`src/rtl/ternary_psum_accumulator_pkg.sv`:
```
// ternary_psum_accumulator_pkg: shared clog2, FSM encoding and accumulator width default
package ternary_psum_accumulator_pkg;
   localparam int ACC_WIDTH_DEF = 24;
   typedef enum logic {IDLE = 1'b0, ACCUM = 1'b1} state_t;
   function automatic int clog2(input int v);
      int r;
      r = 0;
      while ((1 << r) < v) r++;
      return r;
   endfunction
endpackage

```
`src/rtl/ternary_psum_accumulator_adder_tree.sv`:
```
// ternary_adder_tree: pipelined binary adder tree, one register per level, side band carried alongside
module ternary_adder_tree
   import ternary_psum_accumulator_pkg::*;
#(
   parameter int N  = 100,
   parameter int DW = 8,
   parameter int AW = 24,
   parameter int SW = 1
) (
   input  logic            clk,
   input  logic            rst_n,
   input  logic [N*DW-1:0] data,
   input  logic            valid,
   input  logic [SW-1:0]   side,
   input  logic            enable,
   output logic [AW-1:0]   sum,
   output logic            sum_valid,
   output logic [SW-1:0]   sum_side
);
   localparam int D = clog2(N);
   localparam int L = 1 << D;
   logic [AW-1:0] lf [L];
   logic [AW-1:0] nd [1:L-1];
   logic [D-1:0]  vp;
   logic [SW-1:0] sp [D];
   // leaves beyond N are zero padding up to the next power of two
   for (genvar i = 0; i < L; i++) begin : g_leaf
      if (i < N) begin : g_in
         assign lf[i] = {{(AW-DW){data[i*DW+DW-1]}}, data[i*DW +: DW]};
      end else begin : g_pad
         assign lf[i] = '0;
      end
   end
   for (genvar k = 1; k < L; k++) begin : g_node
      if (2*k >= L) begin : g_bot
         always_ff @(posedge clk)
            if (enable) nd[k] <= lf[2*k-L] + lf[2*k+1-L];
      end else begin : g_mid
         always_ff @(posedge clk)
            if (enable) nd[k] <= nd[2*k] + nd[2*k+1];
      end
   end
   always_ff @(posedge clk or negedge rst_n)
      if (!rst_n) vp <= '0;
      else if (enable) begin
         vp[0] <= valid;
         for (int j = 1; j < D; j++) vp[j] <= vp[j-1];
      end
   always_ff @(posedge clk)
      if (enable) begin
         sp[0] <= side;
         for (int j = 1; j < D; j++) sp[j] <= sp[j-1];
      end
   assign sum       = nd[1];
   assign sum_valid = vp[D-1];
   assign sum_side  = sp[D-1];
endmodule

```
`src/rtl/ternary_psum_accumulator.sv`:
```
// ternary_psum_accumulator: tree-summed ternary products accumulated across tiles, saturated output.
// Optional TERNARY_ACC_RELU_EN clamps negative results to 0 before saturation.
`ifndef Tn
`define Tn 4
`endif
`ifndef KERNEL_SIZE
`define KERNEL_SIZE 5
`endif
`ifndef FEATURE_WIDTH
`define FEATURE_WIDTH 8
`endif
`ifndef BIAS_WIDTH
`define BIAS_WIDTH 16
`endif
module ternary_psum_accumulator
   import ternary_psum_accumulator_pkg::*;
#(
   parameter int Tn            = `Tn,
   parameter int KERNEL_SIZE   = `KERNEL_SIZE,
   parameter int FEATURE_WIDTH = `FEATURE_WIDTH,
   parameter int BIAS_WIDTH    = `BIAS_WIDTH,
   parameter int ACC_WIDTH     = ACC_WIDTH_DEF,
   parameter int OUT_WIDTH     = `FEATURE_WIDTH
) (
   input  logic                                             clk,
   input  logic                                             rst_n,
   input  logic [Tn*KERNEL_SIZE*KERNEL_SIZE*FEATURE_WIDTH-1:0] feature_in,
   input  logic                                             in_valid,
   input  logic                                             in_first,
   input  logic                                             in_last,
   input  logic [BIAS_WIDTH-1:0]                            bias_in,
   output logic                                             in_ready,
   output logic signed [OUT_WIDTH-1:0]                      out_data,
   output logic                                             out_valid,
   input  logic                                             out_ready,
   output logic                                             seq_err
);
   localparam int N  = Tn*KERNEL_SIZE*KERNEL_SIZE;
   localparam int SW = ACC_WIDTH + 2;
   localparam logic signed [ACC_WIDTH-1:0] SAT_MAX = {{(ACC_WIDTH-OUT_WIDTH+1){1'b0}}, {(OUT_WIDTH-1){1'b1}}};
   localparam logic signed [ACC_WIDTH-1:0] SAT_MIN = ~SAT_MAX;
   logic signed [ACC_WIDTH-1:0] sum, bias, acc, acc_next, res;
   logic signed [OUT_WIDTH-1:0] out_next;
   logic [SW-1:0] sum_side;
   logic sum_valid, first, last, stall, beat, load, err_next;
   state_t state, state_next;
   assign {first, last, bias} = sum_side;
   // only a finished pixel blocked by an unaccepted result freezes the pipe
   assign stall    = out_valid && !out_ready && sum_valid && last;
   assign in_ready = !stall;
   assign beat     = sum_valid && !stall;
   ternary_adder_tree #(.N(N), .DW(FEATURE_WIDTH), .AW(ACC_WIDTH), .SW(SW)) u_tree (
      .clk       (clk),
      .rst_n     (rst_n),
      .data      (feature_in),
      .valid     (in_valid),
      .side      ({in_first, in_last, {(ACC_WIDTH-BIAS_WIDTH){bias_in[BIAS_WIDTH-1]}}, bias_in}),
      .enable    (!stall),
      .sum       (sum),
      .sum_valid (sum_valid),
      .sum_side  (sum_side)
   );
   always_comb begin
      state_next = beat ? (last ? IDLE : ACCUM) : state;
      load       = state == IDLE || first;
      err_next   = beat && (state == IDLE ? !first : first);
      acc_next   = (load ? (first ? bias : '0) : acc) + sum;
`ifdef TERNARY_ACC_RELU_EN
      res        = acc_next < 0 ? '0 : acc_next;
`else
      res        = acc_next;
`endif
      out_next   = res > SAT_MAX ? SAT_MAX[OUT_WIDTH-1:0] : res < SAT_MIN ? SAT_MIN[OUT_WIDTH-1:0] : res[OUT_WIDTH-1:0];
   end
   always_ff @(posedge clk or negedge rst_n)
      if (!rst_n) state <= IDLE;
      else state <= state_next;
   always_ff @(posedge clk or negedge rst_n)
      if (!rst_n) begin
         acc       <= '0;
         seq_err   <= 1'b0;
         out_valid <= 1'b0;
         out_data  <= '0;
      end else begin
         seq_err <= err_next;
         if (beat) acc <= acc_next;
         if (beat && last) begin
            out_valid <= 1'b1;
            out_data  <= out_next;
         end else if (out_ready) out_valid <= 1'b0;
      end
endmodule

```
`config.mk`:
```
export PLATFORM = sky130hd
export DESIGN_NAME = ternary_psum_accumulator
export DESIGN_NICKNAME = d
export VERILOG_FILES = /design/src/rtl/ternary_psum_accumulator_pkg.sv /design/src/rtl/ternary_psum_accumulator_adder_tree.sv /design/src/rtl/ternary_psum_accumulator.sv
export SDC_FILE = /design/constraint.sdc
export NUM_CORES = 2
export LEC_CHECK = 0
export CORE_AREA = 4 4 711 537
export CTS_CLUSTER_DIAMETER = 40
export CTS_CLUSTER_SIZE = 16
export DETAILED_ROUTE_END_ITERATION = 8
export DIE_AREA = 0 0 715 541
export GPL_ROUTABILITY_DRIVEN = 0
export HOLD_SLACK_MARGIN = 0.05
export PLACE_DENSITY_LB_ADDON = 0.3
export SLEW_MARGIN = 15
export SYNTH_ARGS = -nofsm -noshare
export SYNTH_HDL_FRONTEND = slang
export SYNTH_HIERARCHICAL = 1
export SYNTH_SLANG_ARGS = --single-unit
```
`constraint.sdc`:
```
create_clock -name clk -period 146.4 [get_ports clk]
set_input_delay 36.6 -clock clk [delete_from_list [all_inputs] [get_ports clk]]
set_output_delay 36.6 -clock clk [all_outputs]
set_load 0.03 [all_outputs]
```
# Yosys cells after proc, flatten, opt, wreduce, memory -nomap -nowiden
# Memory sizes are Yosys's and may differ from the RTL's.
# Cells that the tools add are included.
[totals]
register_bits = 42
mem_bits_rw = 3230
mem_count = 2
[classes]
addsub = 114
magnitude_cmp = 2
n_mux = 9
bitwise_logic = 1
reduce_logical = 11
[mem_list]
columns = ["memory", "depth", "word_bits", "rd", "rd_ports_with_merged_regs", "write_ports", "line_no", "rtl"]
rows = [
  ["u_tree.nd", 127, 24, 127, 0, 127, "ternary_psum_accumulator_adder_tree.sv:23", "logic [AW-1:0] nd [1:L-1];"],
  ["u_tree.sp", 7, 26, 7, 0, 7, "ternary_psum_accumulator_adder_tree.sv:25", "logic [SW-1:0] sp [D];"],
]
[ops]
columns = ["cell", "n"]
rows = [
  ["24-bit adder", 64],
  ["8-bit by 8-bit adder with 9-bit output", 50],
  ["24-bit two-way mux", 2],
  ["24-bit by 8-bit greater-than comparator with 1-bit output, second input constant", 1],
  ["24-bit by 8-bit less-than comparator with 1-bit output, second input constant", 1],
  ["8-bit two-way mux", 2],
  ["1-bit logical AND", 6],
  ["1-bit two-way mux", 5],
  ["1-bit logical NOT", 3],
  ["2-bit nonzero test", 1],
  ["1-bit logical OR", 1],
  ["1-bit NOT", 1],
]

# Depth between registers and ports, before layout
[depth]
ltp_word = 8
mapped_depth = 17

# Cells and area by module
# Netlist, hierarchy kept.
[modules_own_cells]
columns = ["module", "n_inst", "cells_per_inst", "area_per_inst_um2"]
rows = [
  ["ternary_adder_tree", 1, 8767, 108644.2],
  ["ternary_psum_accumulator", 1, 389, 3400.8],
]

# Worst setup path after synthesis
# No wires, ideal clock.
[synth_timing]
path_kind = "input -> output"
startpoint = "input out_ready"
endpoint = "output in_ready"
arrival_ps = 87597
path_slack_ps = 22203
stages = 1
path_buffers = 0
cell_sequence = "nand4b_1"
[synth_between]
elab_chain_cells = 5
[synth_lines]
columns = ["element", "line_no", "rtl"]
rows = [
  ["from (decl)", "ternary_psum_accumulator.sv:35", "input logic out_ready,"],
  ["1-bit logical NOT", "ternary_psum_accumulator.sv:49", "assign stall = out_valid && !out_ready && sum_valid && last;"],
  ["1-bit logical AND (3 in series)", "ternary_psum_accumulator.sv:49", ""],
  ["1-bit logical NOT", "-", ""],
  ["to (decl)", "ternary_psum_accumulator.sv:32", "output logic in_ready,"],
]
# No other way between the ends.

# Worst setup path after layout
# Same ends and word-level chain as after synthesis.

==> impl_metrics.ini <==
[synth]
synth_nets = 11329
synth-edff-count = 1880
synth-seq-cells = 1922
synth_cell_types = 97
synth_top_family_by_area = adder cells
syn-instance-count = 9156
synth_xor_area_share_pct = 7.54
muxShareOfSynthArea_pct = 0.715
syn_area_um2 = 112000
synthSimpleGateAreaFrac_pct = 6.37
avgSynthCellArea_um2 = 12.2
ys_async_sr_fraction_pct = 2.19
synth_fa_ha_area_share_pct = 16.1
synth_compound_area_share_pct = 15.6
yosys_warnings = 6
ys_seq_area_share_pct = 51.3
synth_flop_cell = edfxtp_1

[sta]
rsz0062_at_grt = false
finalHoldViolCount = 0
slew_headroom_pct = 26.0
finalCriticalPeriod_ns = 75.13
tightestPinTransition_ns = 1.11
fin_crit_sh_pct = 51.3
timing.hold.ws_ns = 0.410
drv_slew = 0
max_freq_ghz = 0.0133
clock_skew_ns = 0.0752
setup_tns_ns = 0
worst_slack_ns = 71.27
finalSetupViolCount = 0

[power_and_ir_drop]
finalPower_mw = 3.58
worst_ir_drop_vdd_v = 0.0000120
powerDensity_nw_per_um2 = 26.2
p_leak_nw = 55.7

[drt]
first_iter_violations = 5058
routedWlPerCell_um = 17.6
firstDrtPassIters = 6
drcViolationCount = 0
vias = 73759
via_per_inst = 4.80
detail-route-antenna-nets = 0
routed_wl_mm = 271

[global_route]
overflow = 0
grt_pass1_vias = 74464
antenna_found_initial = 17
grt_max_degree = 176
grtUsageTotal_pct = 13.5
grt_pass1_wl_mm = 417

[outcome]
status = complete, no violations

[clocking]
post_cts_buffers = 0
clock_latency_ns = 0.88
ctsResizeCount = 0
clockRootBuffer = clkbuf_16
cts_tree = built
path_clk_slew_ns = 0.05
cts_sinks = 1922
htree_levels = 5
numCtsBuffers = 313
cts_buffer_depth = 4
ctsHoldBuffers = 0

[min_path]
min_path_type = reg2reg

[placement]
port_buffers = 832
placed_cell_area_um2 = 126000
pre_cts_ws_ns = 71.24
placed_cells = 14796
dpl.hpwl_mm = 208

[finish]
design_area_um2 = 137000
areaGrowthSynthToFinish_pct = 22.1
final_cells = 15374
final_common_cell = edfxtp_1
layout_common_cells = edfxtp_1 (1880), ha_1 (1201), a21oi_1 (886)
post-route-util_pct = 36.5
drive_gt1_share_pct = 6.94
nFillCells = 36035
nets = 12261

[floorplanning]
fp.coreArea_um2 = 375000
rows = 195
io_pins = 833
die_area_um2 = 387000
start_util_pct = 29.9
die_h_um = 541
die_x_um = 715

[worst_setup_path]
critPathLaunchType = primary input
path_class = in2out
path_max_fanout = 5
cp.required_ns = 109.80
crit_path_end_kind = primary output
worstPathArrival_ns = 38.53

[flow_run]
drv_cap = 0
-- synthesized netlist by cell type, types with 9 or more instances --
library cell  instances  share of area (%)
or3_1                17              0.095
nor3_1              113               0.50
a32oi_1               9              0.070
fa_1                150                2.7
nand3_1              72               0.32
or2_2                27               0.15
a2111oi_0            16               0.13
ha_1               1201                 13
nor4_1               13              0.073
a31oi_1              57               0.32
a22o_1               24               0.19
a211o_1               9              0.070
o21ai_1              43               0.19
o2111ai_1            13               0.10
nand4_1              78               0.44
buf_4                26               0.17
o21a_1               65               0.44
nor2_1              413                1.4
xor2_1              266                2.1
a21boi_0             24               0.16
a41oi_1              14               0.11
dfrtp_1              42               0.94
edfxtp_1           1880                 50
o211ai_1             46               0.31
and4_1               12              0.094
inv_1               439                1.5
xnor2_1             699                5.5
a221oi_1             10              0.078
and3_1               35               0.20
buf_1                26              0.087
a31o_2               18               0.14
o31ai_1             230                1.5
a21o_1              385                2.6
a21oi_1             886                4.0
nand2b_1            112               0.63
o21ai_0             409                1.8
clkbuf_1            183               0.61
and2_1               23               0.13
mux2_2               63               0.63
a211oi_1             38               0.25
nor2b_1             161               0.90
o21bai_1            299                2.0
nand2_1             324                1.1
-- report_power, final --
| group | internal, mW | leakage, nW | total [mW] | switching (mW) |
|---|---|---|---|---|
| clock | 0.465 | 5.25 | 0.754 | 0.289 |
| sequential | 1.01 | 20.6 | 1.14 | 0.134 |
| combinational | 0.693 | 29.8 | 1.68 | 0.991 |
-- critical path, cell delays in order --
cell             delay (ns)
clkdlybuf4s50_1        0.51
nand4b_1               0.21
buf_4                  0.38
clkdlybuf4s50_1        0.76
-- per-layer routing --
metal	GRT usage [%]	vias up	wire length, um
met4	4.64	4	9040
met5	0	-	27
li1	-	36346	-
met3	2.16	452	13300
met1	19.0	35080	129000
met2	21.0	1877	119000
-- sequential cells by signal, summed over array words and instances, names as in the netlist --
signal     count
acc           24
u_tree/nd   1698
state          1
out_data       8
out_valid      1
u_tree/sp    182
u_tree/vp      7
seq_err        1
-- path summary, 6_finish.rpt --
path / startpoint / to / slack [ns] / cells past startpoint
max in group asynchronous: rst_n / acc[21]$_DFFE_PN0P_ / 109.82 / 1
worst min register to register: u_tree/sp[3][12]$_DFFE_PP_ / u_tree/sp[4][12]$_DFFE_PP_ / 0.41 / 0
worst min-delay path: u_tree/sp[3][12]$_DFFE_PP_ / u_tree/sp[4][12]$_DFFE_PP_ / 0.41 / 0
worst max register to register: u_tree/sp[6][24]$_DFFE_PP_ / u_tree/nd[0][1827]$_DFFE_PP_ / 141.24 / 6
min in group asynchronous: rst_n / acc[3]$_DFFE_PN0P_ / 35.94 / 1
worst max-delay path: out_ready / in_ready / 71.27 / 4
-- cell type report --
class                   instances  area (um^2)  share of cell area (%)
flip-flops and latches       1922        57500                    42.0
multi-input cells            6554        51900                    37.9
repair buffers                858         8560                    6.26
clock buffers                 336         8030                    5.87
well taps                    5023         6280                    4.60
clock inverters               237         2840                    2.07
inverters                     439         1650                    1.20
diodes                          5         12.5                 0.00915
-- logic make-up after synthesis --
family                   Yosys count
adder cells (fa/ha/maj)         1351
AND/OR/NAND/NOR                 1449
flip-flops                      1922
AO/OA/AOI/OAI                   2717
buffers and inverters            680
multiplexers                      72
XOR/XNOR                         965
Power figures use the tool's default switching activity.
